**config.mk**
```make
export PLATFORM = sky130hd
export DESIGN_NAME = sha_message_schedule
export DESIGN_NICKNAME = d
export VERILOG_FILES = /design/src/rtl/sha_message_schedule.sv
export SDC_FILE = /design/constraint.sdc
export NUM_CORES = 2
export LEC_CHECK = 0
export BUFFER_PORTS_ARGS = -buffer_cell sky130_fd_sc_hd__buf_2
export CELL_PAD_IN_SITES_DETAIL_PLACEMENT = 0
export CELL_PAD_IN_SITES_GLOBAL_PLACEMENT = 1
export CORE_UTILIZATION = 43
export CTS_CLUSTER_SIZE = 28
export DETAILED_ROUTE_END_ITERATION = 10
export HOLD_SLACK_MARGIN = 0.06
export PLACE_DENSITY_LB_ADDON = 0.1
export SLEW_MARGIN = 20
export SYNTH_ARGS = -nofsm -noshare
export SYNTH_HDL_FRONTEND = slang
export SYNTH_SLANG_ARGS = --single-unit
```
**constraint.sdc**
```tcl
create_clock -name clk -period 4.4 [get_ports clk]
set_input_delay 0.44 -clock clk [delete_from_list [all_inputs] [get_ports clk]]
set_output_delay 0.44 -clock clk [all_outputs]
set_load 0.1 [all_outputs]
```
**src/rtl/sha_message_schedule.sv**
```systemverilog
// SHA-256 message-schedule generator: streams (t, Wt, Kt) for one 512-bit block,
// one round per unstalled cycle, from a 16-word sliding window and a K ROM.
module sha_message_schedule #(
    parameter int NUM_ROUNDS = 64
) (
    input  logic         clk,
    input  logic         reset_n,
    input  logic         start,
    input  logic [511:0] block,
    output logic         ready,
    input  logic         hold,
    output logic         round_valid,
    output logic [5:0]   t,
    output logic [31:0]  Wt,
    output logic [31:0]  Kt,
    output logic         last
);

    typedef enum logic {IDLE, RUN} state_e;

    localparam logic [5:0] T_LAST = 6'(NUM_ROUNDS - 1);

    localparam logic [31:0] K_ROM [64] = '{
        32'h428a2f98, 32'h71374491, 32'hb5c0fbcf, 32'he9b5dba5,
        32'h3956c25b, 32'h59f111f1, 32'h923f82a4, 32'hab1c5ed5,
        32'hd807aa98, 32'h12835b01, 32'h243185be, 32'h550c7dc3,
        32'h72be5d74, 32'h80deb1fe, 32'h9bdc06a7, 32'hc19bf174,
        32'he49b69c1, 32'hefbe4786, 32'h0fc19dc6, 32'h240ca1cc,
        32'h2de92c6f, 32'h4a7484aa, 32'h5cb0a9dc, 32'h76f988da,
        32'h983e5152, 32'ha831c66d, 32'hb00327c8, 32'hbf597fc7,
        32'hc6e00bf3, 32'hd5a79147, 32'h06ca6351, 32'h14292967,
        32'h27b70a85, 32'h2e1b2138, 32'h4d2c6dfc, 32'h53380d13,
        32'h650a7354, 32'h766a0abb, 32'h81c2c92e, 32'h92722c85,
        32'ha2bfe8a1, 32'ha81a664b, 32'hc24b8b70, 32'hc76c51a3,
        32'hd192e819, 32'hd6990624, 32'hf40e3585, 32'h106aa070,
        32'h19a4c116, 32'h1e376c08, 32'h2748774c, 32'h34b0bcb5,
        32'h391c0cb3, 32'h4ed8aa4a, 32'h5b9cca4f, 32'h682e6ff3,
        32'h748f82ee, 32'h78a5636f, 32'h84c87814, 32'h8cc70208,
        32'h90befffa, 32'ha4506ceb, 32'hbef9a3f7, 32'hc67178f2
    };

    function automatic logic [31:0] rotr(input logic [31:0] x, input int n);
        return (x >> n) | (x << (32 - n));
    endfunction

    function automatic logic [31:0] sig0(input logic [31:0] x);
        return rotr(x, 7) ^ rotr(x, 18) ^ (x >> 3);
    endfunction

    function automatic logic [31:0] sig1(input logic [31:0] x);
        return rotr(x, 17) ^ rotr(x, 19) ^ (x >> 10);
    endfunction

    state_e      state_q, state_d;
    logic [5:0]  t_q, t_d;
    logic [31:0] win_q [16];
    logic [31:0] win_d [16];
    logic        run;
    logic        at_last;

    assign run     = (state_q == RUN);
    assign at_last = run && (t_q == T_LAST);

    always_comb begin
        state_d = state_q;
        t_d     = t_q;
        win_d   = win_q;
        unique case (state_q)
            IDLE: begin
                if (start) begin
                    state_d = RUN;
                    t_d     = '0;
                    for (int i = 0; i < 16; i++) begin
                        win_d[i] = block[511 - 32*i -: 32];
                    end
                end
            end
            RUN: begin
                if (!hold) begin
                    for (int i = 0; i < 15; i++) begin
                        win_d[i] = win_q[i+1];
                    end
                    win_d[15] = sig1(win_q[14]) + win_q[9]
                              + sig0(win_q[1]) + win_q[0];
                    // t parks at 0 in IDLE so the next block starts clean
                    if (at_last) begin
                        state_d = IDLE;
                        t_d     = '0;
                    end else begin
                        t_d = t_q + 6'd1;
                    end
                end
            end
        endcase
    end

    always_ff @(posedge clk) begin
        if (!reset_n) begin
            state_q <= IDLE;
            t_q     <= '0;
            for (int i = 0; i < 16; i++) begin
                win_q[i] <= '0;
            end
        end else begin
            state_q <= state_d;
            t_q     <= t_d;
            win_q   <= win_d;
        end
    end

    assign ready       = !run;
    assign round_valid = run;
    assign t           = t_q;
    assign Wt          = run ? win_q[0] : 32'h0;
    assign Kt          = run ? K_ROM[t_q] : 32'h0;
    assign last        = at_last;

endmodule

```
==> results_dict.tcl <==
set metrics [dict create \
    multiInputGateArea_mm2 0.0192 \
    dieArea_mm2 0.0741 \
    hp-class "in2reg" \
    cp-endpoint "win_q[27]" \
    synth_sequential_area_ratio 0.331 \
    drcViolationCount 0 \
    p_comb_frac 0.403 \
    drv_cap 0 \
    syn_nets 4115 \
    fillers 6894 \
    finalHoldViolations 0 \
    setup_ws_ps 128 \
    via_per_inst 5.83 \
    seq_area_mm2 0.0104 \
    power.static_leakage_nw 20.3 \
    h-tree-depth 2 \
    timing.rr.end "win_q[27]" \
    antenna_left 0 \
    numCtsBuffers 59 \
    synth_edf_count 0 \
    first_iter_violations 2930 \
    synth_cell_types 76 \
    seqPwrFrac 0.321 \
    cp.required_ps 4940 \
    clkSinkCount 519 \
    root_buffer "clkbuf_16" \
    vdd_drop_max_mv 0.381 \
    rsz0062_at_grt "no" \
    met3_usage 0.0768 \
    synth_area_mm2 0.0314 \
    ys.warnings.count 0 \
    num-nets-final 4514 \
    drt_pass1_iterations 6 \
    antenna_found_initial 56 \
    setup_tns_ps 0 \
    initial_core_util 0.437 \
    ios 589 \
    regToRegSetupSlack_ps 130 \
    reg2reg_depth 14 \
    clock_path_buffers 3 \
    min_period_ps 4270 \
    clock_power_share 0.276 \
    max_freq_mhz 234 \
    r2r-start "win_q[52]" \
    cp_max_fo 5 \
    swShare 0.396 \
    internal_power_w 0.0107 \
    end_kind "flop" \
    grt_pass1_wl_um 186000 \
    grt_busiest_layer "met2" \
    critPathKind "reg2reg" \
    grt_remaining_overflow 0 \
    slew-limit-headroom 0.141 \
    critPathLaunchType "flop" \
    dp_slack_ps 175 \
    std_cell_rows 98 \
    power_density_mw_per_mm2 470 \
    clk_latency_ps 670 \
    drv_slew 0 \
    grt_use_met1 0.444 \
    io_buffers 588 \
    totalWireLength_um 130000 \
    cp-startpoint "win_q[52]" \
    post_drt_wl_per_cell_um 26.5 \
    fin_crit_sh 0.971 \
    clock_skew_ps 45.3 \
    p_sw_w 0.00701 \
    outcome "finished clean" \
    grt_max_degree 222 \
    ys.flop_type "dfxtp_1" \
    grt_pass1_vias 28003 \
    track_usage 0.337 \
    synth-seq-cells 519 \
    chipHeight_um 272 \
    cts_tree "built" \
    avgSynthCellArea_um2 9.01 \
    synth_cells 3488 \
    core_mm2 0.0719 \
    place_congestion 0.964 \
    finalSetupViolations 0 \
    area_growth_pct 19.7 \
    use_met2 0.542 \
    drive_above_1_share 0.208 \
    vias 28659 \
    clk_pin_slew_ps 60 \
    crit_arrival_ps 4820 \
    tightestPinTransition_ps 1290 \
    die_x_um 272 \
    async_reset_ff_frac 0 \
    dp_hpwl_um 100000 \
]
[synth_stat cells (5+ instances only)]
library cell,number,share of area
a21oi_1,127,0.020
o31ai_1,5,0.0012
clkbuf_1,237,0.028
xor2_1,51,0.014
a31oi_1,16,0.0032
dfxtp_1,519,0.33
o21a_1,5,0.0012
xnor2_1,96,0.027
a21boi_0,5,0.0012
nor2_1,139,0.017
a21o_1,8,0.0019
buf_1,17,0.0020
o211ai_1,19,0.0045
nor2b_1,15,0.0030
o311ai_0,10,0.0028
inv_1,134,0.016
buf_2,84,0.013
o22ai_1,9,0.0018
a211oi_1,21,0.0050
nor3_1,32,0.0051
mux4_2,5,0.0036
nand2_1,596,0.071
a311oi_1,5,0.0014
and2_1,6,0.0012
o211a_1,490,0.16
o311a_1,6,0.0019
fa_1,62,0.040
nand4_1,13,0.0026
nand3_1,21,0.0033
ha_1,49,0.020
nand2b_1,12,0.0024
mux2i_1,497,0.16
o221ai_1,17,0.0047
o21ai_0,75,0.012
[per-layer routing]
layer	vias to the layer above	wire (um)
li1	13257	-
met1	14043	55900
met2	1091	60200
met3	226	10300
met4	42	3660
met5	-	245
[worst min-delay path by stage]
stage	start	end	slack, ps	depth (start not counted)
6_report	block[26]	win_q[26]	80	3
5_1_grt	block[28]	win_q[28]	100	3
4_1_cts	block[26]	win_q[26]	70	3
3_5_place_dp	win_q[3]	win_q[3]	470	2
3_3_place_gp	win_q[3]	win_q[3]	450	2
2_1_floorplan	win_q[3]	win_q[3]	440	2
[per-stage QoR]
step	cell area, um^2	utilization	std cells	hold slack [ps]	total power (W)
final	37600	0.523	4914	83.5	0.0177
after global routing	37600	0.523	4901	96.0	0.0185
after CTS	37500	0.522	4879	70.5	0.0176
after detailed placement	35600	0.496	4776	466	0.0127
after global placement	35600	0.496	4776	452	0.0127
after floorplan	31500	-	3488	441	0.0104
[critical path: stages (launching register included)]
cell	delay, ps
dfxtp_1	460
xor2_1	130
xnor2_1	310
fa_1	470
inv_1	80
fa_1	410
ha_1	230
fa_1	490
a21oi_2	230
o211ai_2	200
a41o_1	250
a211oi_2	310
o21ai_0	210
xnor2_1	160
o32ai_1	210
[sequential cells by signal, summed over array words and instances (netlist names)]
| register | count |
|---|---|
| round_valid | 1 |
| t | 6 |
| win_q | 512 |
[cell families (layout without fill, tap and decap cells)]
| family | count (synthesis) | in the layout | synth area share |
|---|---|---|---|
| AND/OR/NAND/NOR | 858 | 858 | 0.111 |
| multiplexers | 502 | 502 | 0.162 |
| adder cells (fa/ha/maj) | 111 | 111 | 0.0590 |
| flip-flops | 519 | 519 | 0.331 |
| XOR/XNOR | 147 | 147 | 0.0410 |
| AO/OA/AOI/OAI | 870 | 870 | 0.235 |
| other | 0 | 35 | 0 |
| buffers and inverters | 481 | 922 | 0.0613 |
[power groups by stage]
stage / clock, W / sequential, W / combinational (W)
5_1_grt: 0.00512 / 0.00572 / 0.00765
3_3_place_gp: 0 / 0.00574 / 0.00694
2_1_floorplan: 0 / 0.00554 / 0.00486
6_report: 0.00488 / 0.00567 / 0.00712
3_5_place_dp: 0 / 0.00576 / 0.00695
4_1_cts: 0.00495 / 0.00566 / 0.00699
[timing repair]
action / CTS / global route
hold buffers: 0 / 0
setup buffers: 0 / 0
setup endpoints to repair: 0 / 1
resized for setup: 0 / 1
[cells in the final DEF (no fill, tap or decap), types with 6 or more instances in the layout]
| cell type | Yosys | routed |
|---|---|---|
| clkbuf_8 | 0 | 11 |
| nand2_1 | 596 | 596 |
| nor2b_1 | 15 | 15 |
| o22ai_1 | 9 | 8 |
| xnor2_1 | 96 | 96 |
| a21oi_2 | 1 | 7 |
| buf_4 | 2 | 74 |
| clkbuf_16 | 0 | 60 |
| xor2_1 | 51 | 51 |
| a211oi_1 | 21 | 17 |
| buf_12 | 0 | 45 |
| o221ai_1 | 17 | 16 |
| clkinv_2 | 0 | 7 |
| o311ai_0 | 10 | 10 |
| mux2i_1 | 497 | 497 |
| nor3_1 | 32 | 31 |
| nand2b_1 | 12 | 12 |
| ha_1 | 49 | 49 |
| o211ai_1 | 19 | 19 |
| nand3_1 | 21 | 21 |
| a31oi_1 | 16 | 14 |
| o211a_1 | 490 | 490 |
| a21oi_1 | 127 | 121 |
| a21o_1 | 8 | 8 |
| fa_1 | 62 | 62 |
| nand4_1 | 13 | 13 |
| buf_2 | 84 | 560 |
| nor2_2 | 0 | 6 |
| dfxtp_1 | 519 | 515 |
| o21ai_0 | 75 | 71 |
| diode_2 | 0 | 35 |
| clkbuf_1 | 237 | 20 |
| and2_1 | 6 | 6 |
| o311a_1 | 6 | 6 |
| inv_1 | 134 | 134 |
| nor2_1 | 139 | 133 |
[final cells by class]
cell class / instances / area share
diodes: 35 / 0.00233
clock buffers: 91 / 0.0459
clock inverters: 12 / 0.00436
inverters: 139 / 0.0139
multi-input cells: 2488 / 0.512
flip-flops and latches: 519 / 0.277
well taps: 950 / 0.0316
repair buffers: 680 / 0.114
Power figures use the tool's default switching activity.
